===== config.mk =====
export PLATFORM = sky130hd
export DESIGN_NAME = adsr_vca
export DESIGN_NICKNAME = d
export VERILOG_FILES = /design/src/rtl/adsr_vca.sv
export SDC_FILE = /design/constraint.sdc
export NUM_CORES = 2
export LEC_CHECK = 0
export ABC_AREA = 1
export CORE_UTILIZATION = 55
export DETAILED_ROUTE_END_ITERATION = 8
export GPL_TIMING_DRIVEN = 1
export PLACE_DENSITY_LB_ADDON = 0.05
export SLEW_MARGIN = 20
export SYNTH_ARGS = -nofsm -noshare
export SYNTH_HDL_FRONTEND = slang
export SYNTH_SLANG_ARGS = --single-unit

===== constraint.sdc =====
create_clock -name Sys_clk -period 5.7 [get_ports Sys_clk]
set_clock_uncertainty 0.1 [all_clocks]
set_input_delay 1.14 -clock Sys_clk [delete_from_list [all_inputs] [get_ports Sys_clk]]
set_output_delay 1.14 -clock Sys_clk [all_outputs]
set_load 0.01 [all_outputs]

===== src/rtl/adsr_vca.sv =====
// ADSR envelope generator and VCA: scales each Waveform sample by a per-voice envelope.
// Optional macro EXP_RELEASE_EN selects an exponential release tail instead of a linear one.
module adsr_vca #(
  parameter int unsigned WAVE_W = 32,
  parameter int unsigned ENV_W  = 16
) (
  input  logic                     Sys_clk,
  input  logic                     Env_rst,
  input  logic                     Env_ce,
  input  logic                     Syn_clk,
  input  logic                     Gate,
  input  logic [ENV_W-1:0]         Attack_rate,
  input  logic [ENV_W-1:0]         Decay_rate,
  input  logic [ENV_W-1:0]         Sustain_level,
  input  logic [ENV_W-1:0]         Release_rate,
  input  logic signed [WAVE_W-1:0] Waveform,
  output logic signed [WAVE_W-1:0] Audio_out,
  output logic                     Out_valid,
  output logic [ENV_W-1:0]         Envelope,
  output logic                     Active
);

  localparam logic [ENV_W-1:0] FullScale = '1;
  localparam logic [ENV_W-1:0] EnvZero   = '0;

  typedef enum logic [2:0] {
    StIdle,
    StAttack,
    StDecay,
    StSustain,
    StRelease
  } state_e;

  state_e                     state_q;
  logic [ENV_W-1:0]           env_q;
  logic                       syn_q;
  logic                       gate_q;
  logic                       pend_q;
  logic                       active_q;
  logic                       out_valid_q;
  logic signed [WAVE_W-1:0]   sample_q;
  logic signed [WAVE_W-1:0]   audio_q;

  logic                       tick;
  logic                       gate_rise;

  // Per-phase step results, selected by the FSM below.
  logic [ENV_W:0]             att_sum;
  logic [ENV_W-1:0]           att_env;
  state_e                     att_st;
  logic [ENV_W-1:0]           dec_env;
  state_e                     dec_st;
  logic [ENV_W-1:0]           rel_dec;
  logic [ENV_W-1:0]           rel_env;
  state_e                     rel_st;

  logic signed [WAVE_W+ENV_W:0] prod;
  logic [WAVE_W-1:0]            audio_d;

  assign tick      = Syn_clk & ~syn_q & Env_ce;
  assign gate_rise = Gate & ~gate_q;

  always_comb begin
    att_sum = {1'b0, env_q} + {1'b0, Attack_rate};
    att_env = att_sum[ENV_W-1:0];
    att_st  = StAttack;
    if ((Attack_rate == EnvZero) || (att_sum >= {1'b0, FullScale})) begin
      att_env = FullScale;
      att_st  = StDecay;
    end
  end

  always_comb begin
    dec_env = env_q - Decay_rate;
    dec_st  = StDecay;
    // Compare without underflow: env - rate <= level  <=>  env <= level + rate.
    if ((Decay_rate == EnvZero) ||
        ({1'b0, env_q} <= ({1'b0, Sustain_level} + {1'b0, Decay_rate}))) begin
      dec_env = Sustain_level;
      dec_st  = StSustain;
    end
  end

`ifdef EXP_RELEASE_EN
  logic [ENV_W-1:0] rel_shift;
  logic [ENV_W-5:0] unused_rel_rate;

  assign unused_rel_rate = Release_rate[ENV_W-1:4];

  always_comb begin
    rel_shift = env_q >> Release_rate[3:0];
    rel_dec   = (rel_shift == EnvZero) ? {{(ENV_W-1){1'b0}}, 1'b1} : rel_shift;
  end
`else
  assign rel_dec = Release_rate;
`endif

  always_comb begin
    rel_env = env_q - rel_dec;
    rel_st  = StRelease;
    if ((rel_dec == EnvZero) || (rel_dec >= env_q)) begin
      rel_env = EnvZero;
      rel_st  = StIdle;
    end
  end

  assign prod    = sample_q * $signed({1'b0, env_q});
  assign audio_d = prod[WAVE_W+ENV_W-1:ENV_W];

  logic unused_prod;
  assign unused_prod = ^{prod[WAVE_W+ENV_W], prod[ENV_W-1:0]};

  always_ff @(posedge Sys_clk or posedge Env_rst) begin
    if (Env_rst) begin
      state_q     <= StIdle;
      env_q       <= '0;
      syn_q       <= 1'b0;
      gate_q      <= 1'b0;
      pend_q      <= 1'b0;
      active_q    <= 1'b0;
      out_valid_q <= 1'b0;
      sample_q    <= '0;
      audio_q     <= '0;
    end else begin
      syn_q <= Syn_clk;
      if (!Env_ce) begin
        out_valid_q <= 1'b0;
      end else begin
        // Output uses the sample and envelope registered on the previous tick edge.
        out_valid_q <= pend_q;
        if (pend_q) begin
          audio_q <= $signed(audio_d);
        end
        pend_q <= tick;
        if (tick) begin
          gate_q   <= Gate;
          sample_q <= Waveform;
          unique case (state_q)
            StIdle: begin
              if (Gate) begin
                env_q    <= att_env;
                state_q  <= att_st;
                active_q <= 1'b1;
              end
            end
            StAttack, StDecay, StSustain: begin
              if (!Gate) begin
                env_q    <= rel_env;
                state_q  <= rel_st;
                active_q <= (rel_st != StIdle);
              end else if (state_q == StAttack) begin
                env_q   <= att_env;
                state_q <= att_st;
              end else if (state_q == StDecay) begin
                env_q   <= dec_env;
                state_q <= dec_st;
              end else begin
                env_q <= Sustain_level;
              end
            end
            StRelease: begin
              // Retrigger continues from the current level so there is no click.
              if (gate_rise) begin
                env_q    <= att_env;
                state_q  <= att_st;
                active_q <= 1'b1;
              end else begin
                env_q    <= rel_env;
                state_q  <= rel_st;
                active_q <= (rel_st != StIdle);
              end
            end
            default: begin
              env_q    <= '0;
              state_q  <= StIdle;
              active_q <= 1'b0;
            end
          endcase
        end
      end
    end
  end

  assign Audio_out = audio_q;
  assign Out_valid = out_valid_q;
  assign Envelope  = env_q;
  assign Active    = active_q;

endmodule


After elaboration in Yosys (flattened, before gate mapping)
Index checks and enable logic that the tools add are counted.
{ "op_classes": {"n_eq_ne": 7, "magnitude_cmp": 3, "multipliers": 1, "muxes": 23, "bitwise_logic": 5, "n_addsub": 4, "n_reduce_logical": 14} }
{ "op_table": {"columns": ["operator", "count"], "rows": [
  ["2-to-1 mux 16 bit", 8],
  ["zero test 16 bit", 3],
  ["multiplier 32 x 17 -> 48 bit", 1],
  ["case mux 16 bit (3 select lines)", 1],
  ["adder 16 x 16 -> 17 bit", 2],
  ["subtractor 16 bit", 2],
  ["2-to-1 mux 3 bit", 6],
  [">= comparator 17 x 16 -> 1 bit, second input constant", 1],
  ["less-or-equal comparator 16 x 17 -> 1 bit", 1],
  [">= comparator 16 bit", 1],
  ["case mux 3 bit (3 select lines)", 1],
  ["AND reduction 4 bit", 2],
  ["equality test 3 x 2 -> 1 bit, second input constant", 2],
  ["2-to-1 mux 1 bit", 5],
  ["inequality test 2 bit, second input constant", 2],
  ["inequality test 4 bit, second input constant", 1],
  ["AND reduction 2 bit", 2],
  ["AND 1 bit", 3],
  ["equality test 3 x 1 -> 1 bit, second input constant", 1],
  ["equality test 3 bit, second input constant", 1],
  ["zero test 3 bit", 1],
  ["logical OR 1 bit", 3],
  ["case mux 1 bit (3 select lines)", 1],
  ["AND reduction 3 bit", 1],
  ["4 further kinds", 5]
]} }
{ "word_totals": {"ff_bits": 88, "out_inout_bits": 50, "word_cells": 66} }

Longest topological paths before layout
{ "logic_depth": {"word_depth": 8, "depth_mapped": 30, "ltp_nobuf": 28} }

Least setup slack after synthesis
No wires, ideal clock.
{ "synth_path": {"path_kind": "reg-to-reg", "from": "register env_q[3] (netlist: Envelope[3])", "to": "register audio_q[25] (netlist: Audio_out[25])", "path_buffers": 2, "synth_period_minus_slack_ps": 6065, "setup_time_ps": 82, "required_time_ps": 5518, "arrival_time_ps": 5882, "slack_ps": -365, "stages_incl_launch_ff": 22, "path_cell_list": "dfrtp_1 > clkbuf_1 > clkbuf_1 > nand2_1 > fa_1 > fa_1 > inv_1 > fa_1 > fa_1 > fa_1 > inv_1 > fa_1 > inv_1 > ha_1 > nand2_1 > nor2_1 > inv_1 > nor3_2 > nand3_1 > or2_1 > a31o_2 > a31oi_1"} }
{ "synth_between": {"elab_chain_cells": 1} }
{ "synth_rtl": {"columns": ["item", "line_no", "text"], "rows": [
  ["from (decl)", "35", "logic [ENV_W-1:0] env_q;"],
  ["from (signal assigned)", "141", "env_q <= att_env;"],
  ["from (signal assigned)", "148", "env_q <= rel_env;"],
  ["from (signal assigned)", "152", "env_q <= att_env;"],
  ["multiplier 32 x 17 -> 48 bit", "107", "assign prod = sample_q * $signed({1'b0, env_q});"],
  ["to (signal assigned)", "132", "audio_q <= $signed(audio_d);"],
  ["to (decl)", "42", "logic signed [WAVE_W-1:0] audio_q;"]
]} }
No other way between the ends.
A chain may end at the register's enable or synchronous reset.

Final worst setup path
{ "layout_path": {"from": "register env_q[5] (netlist: Envelope[5])", "to": "register audio_q[24] (netlist: Audio_out[24])"} }
The elaborated chain is that of the path after synthesis.

==> results.json <==
{
  "postRouteAntennaNets": 0,
  "wl_per_cell_um": 18.5,
  "insertion_delay_ns": 0.41,
  "top_usage_layer": "met2",
  "die_w_um": 221,
  "ys_warn_count": 0,
  "drive_gt1_share_pct": 18.9,
  "worstPathArrival_ns": 6.31,
  "start_util_pct": 56.2,
  "grt_pass1_vias": 26300,
  "stdcell_count": 4647,
  "rows": 79,
  "run_status": "finished, violations left",
  "stdcell_area_sq_mm": 0.0336,
  "cp.required_ns": 5.93,
  "routabilityCongestion": 0.974,
  "nets": 4813,
  "synth_top_family_by_area": "adder cells",
  "cpPeakStageDelay_ns": 0.57,
  "violations": "setup timing",
  "drv_cap": 0,
  "synth_edf_count": 0,
  "crit_path_end_kind": "flop",
  "yosys.area_share.adder_pct": 45.9,
  "htree_levels": 3,
  "cts.sinks": 88,
  "post-route-period-util_pct": 107,
  "synthArstFlopShare_pct": 100,
  "grt.met1_usage_pct": 47.9,
  "hpwl_mm": 69.8,
  "io_pins": 151,
  "startpoint": "Envelope[5]",
  "totalWireLength_mm": 85.9,
  "antenna_cells": 0,
  "die_h_um": 221,
  "yosysTopAreaCellShare_pct": 36.9,
  "ff_latch_area_sq_mm": 0.00223,
  "synth_cell_types": 50,
  "dr.pass1.iters": 6,
  "synth_compound_area_share_pct": 6.15,
  "r2r_start": "Envelope[5]",
  "yosys-top-cells-area": "fa_1, nand2_1, inv_1",
  "hold_path.startpoint": "Audio_out[7]",
  "netlist_area_sq_mm": 0.0264,
  "synth_ff_type": "dfrtp_1",
  "clock_path_buffers": 2,
  "worst-path-buf-inv": 8,
  "slew_headroom_pct": 34.4,
  "syn_nets": 4402,
  "synth_top_area_cell": "fa_1",
  "cp-start-kind": "flop",
  "rsz0062_at_grt": "true",
  "area_growth_pct": 27.3,
  "synth.most_common_cell": "nand2_1",
  "avgSynthCellArea_sq_um": 7.28,
  "synth_mux_area_share_pct": 0,
  "overflow": 0,
  "hold_violations": 0,
  "worst-path-max-fanout": 6,
  "crit_family": "adder cells",
  "grtUsageMet3_pct": 5.05,
  "setup_viol_count_final": 29,
  "cts-root-buf": "clkbuf_16",
  "postSynthCellCount": 3624,
  "cts_tree": "done",
  "place_inst": 4568,
  "tightest_slew_ns": 0.985,
  "synthTopCellsByCount": "nand2_1, inv_1, fa_1",
  "via_count": 24800,
  "port_buffers": 150,
  "grt_max_degree": 53,
  "synth_seq_cells": 88,
  "hold_path.class": "flop to flop",
  "vias_per_cell": 5.34,
  "synth_xor_area_share_pct": 1.83,
  "drt_iter0_drc": 1818,
  "fillCellCount": 3712,
  "synth-simple-area-share_pct": 21.8,
  "grt_pass1_wl_mm": 139,
  "path_class": "flop to flop",
  "cts_buffers": 9,
  "drc": 0,
  "post-route-min-period_ns": 6.08,
  "antenna_found_initial": 1,
  "place_area_sq_mm": 0.0311,
  "design.die.area_sq_mm": 0.0489,
  "crit_top_cell": "fa_1",
  "worst_slack_ns": -0.379,
  "crit_chain": "buf_8 > buf_6 > nand2_4 > fa_1 > fa_1 > inv_1 > fa_1 > inv_2 > fa_2 > fa_1 > fa_1 > inv_2 > ha_4 > buf_6 > nand2_4 > nor2_4 > inv_2 > nor2_1 > inv_1 > nor4_2 > o211ai_1 > nand3_2 > nand2_1 > a31oi_1",
  "met2_usage_pct": 60.5,
  "slew_violations": 0,
  "multi_input_area_sq_mm": 0.0215,
  "grt_usage_pct": 36.2,
  "cpMaxStageDelayCell": "dfrtp_2",
  "max_clock_freq_ghz": 0.164,
  "ctsHoldBuffers": 0,
  "coreArea_sq_mm": 0.0470,
  "ys_seq_area_share_pct": 8.34,
  "clk_pin_slew_worst_paths_ns": 0.10
}
[cell usage in the layout (no fill, tap or decap), types with 27 or more instances in the layout]
cell,instances
nand2_1,997
inv_1,913
fa_1,462
buf_4,318
ha_1,161
clkdlybuf4s50_1,150
nor2_1,100
nand3_1,92
a21oi_1,80
dfrtp_1,70
inv_2,50
o21ai_0,49
nand2_2,40
buf_12,36
buf_6,30
nor2_2,29
ha_4,29
xor2_1,28
nand4_1,27
[flip-flops by register name, summed over array words and instances (netlist names)]
| register | count |
|---|---|
| sample_q | 32 |
| syn_q | 1 |
| pend_q | 1 |
| Active | 1 |
| state_q | 3 |
| Out_valid | 1 |
| Envelope | 16 |
| Audio_out | 32 |
| gate_q | 1 |
[cells by family (layout without fill, tap and decap cells)]
logic type,count (synthesis),after routing
buffers and inverters,1114,1530
adders and majority gates,677,677
and+or+nand+nor,1410,1410
xor gates and xnor gates,55,55
AOI/OAI and AO/OA,280,280
DFF,88,88
[cell type report]
cell class / instances / area share (%)
clock inverters: 6 / 0.220
clock buffers: 10 / 0.712
multi-input cells: 2422 / 63.9
flip-flops and latches: 88 / 6.64
well taps: 607 / 2.26
inverters: 969 / 10.9
repair buffers: 545 / 15.4
[tightest hold or removal path, delay by kind of cell (launching register included)]
kind,cells,cell delay (ns)
DFF,1,0.35
and+or+nand+nor,2,0.11
[path summary, 6_finish.rpt]
kind,end,depth (start not counted),slack [ns]
min,Audio_out[7],2,0.39
max reg2reg,Audio_out[24],24,-0.38
max in group asynchronous,Audio_out[15],3,3.28
min in group asynchronous,sample_q[31],2,1.11
max,Audio_out[24],24,-0.38
min reg2reg,Audio_out[7],2,0.39
[timing repair]
action / in CTS / in global routing
cloned: 2 / 4
endpoints found under the setup margin: 32 / 32
setup buffers: 42 / 19
gates resized for setup: 202 / 207
pin swaps: 84 / 85
[metrics by stage]
stage / TNS (ns) / utilization, % / setup WS [ns] / hold slack [ns]
3_3_place_gp: -10.37 / 66.2 / -0.594 / 0.365
6_report: -5.29 / 71.5 / -0.379 / 0.387
5_1_grt: -11.42 / 71.5 / -0.555 / 0.414
4_1_cts: -5.02 / 69.5 / -0.290 / 0.388
2_1_floorplan: -0.0131 / - / -0.0131 / 0.354
3_5_place_dp: -12.58 / 66.2 / -0.696 / 0.374
[routing by layer]
metal / wire length, um / vias to the layer above
met1: 35300 / 12200
li1: - / 11400
met3: 5890 / 230
met2: 41100 / 961
met4: 3630 / 2
met5: 13 / -
Power is left out: the tool's default activity adds up to more than one toggle a clock period on the data nets, which glitch-free logic cannot reach.
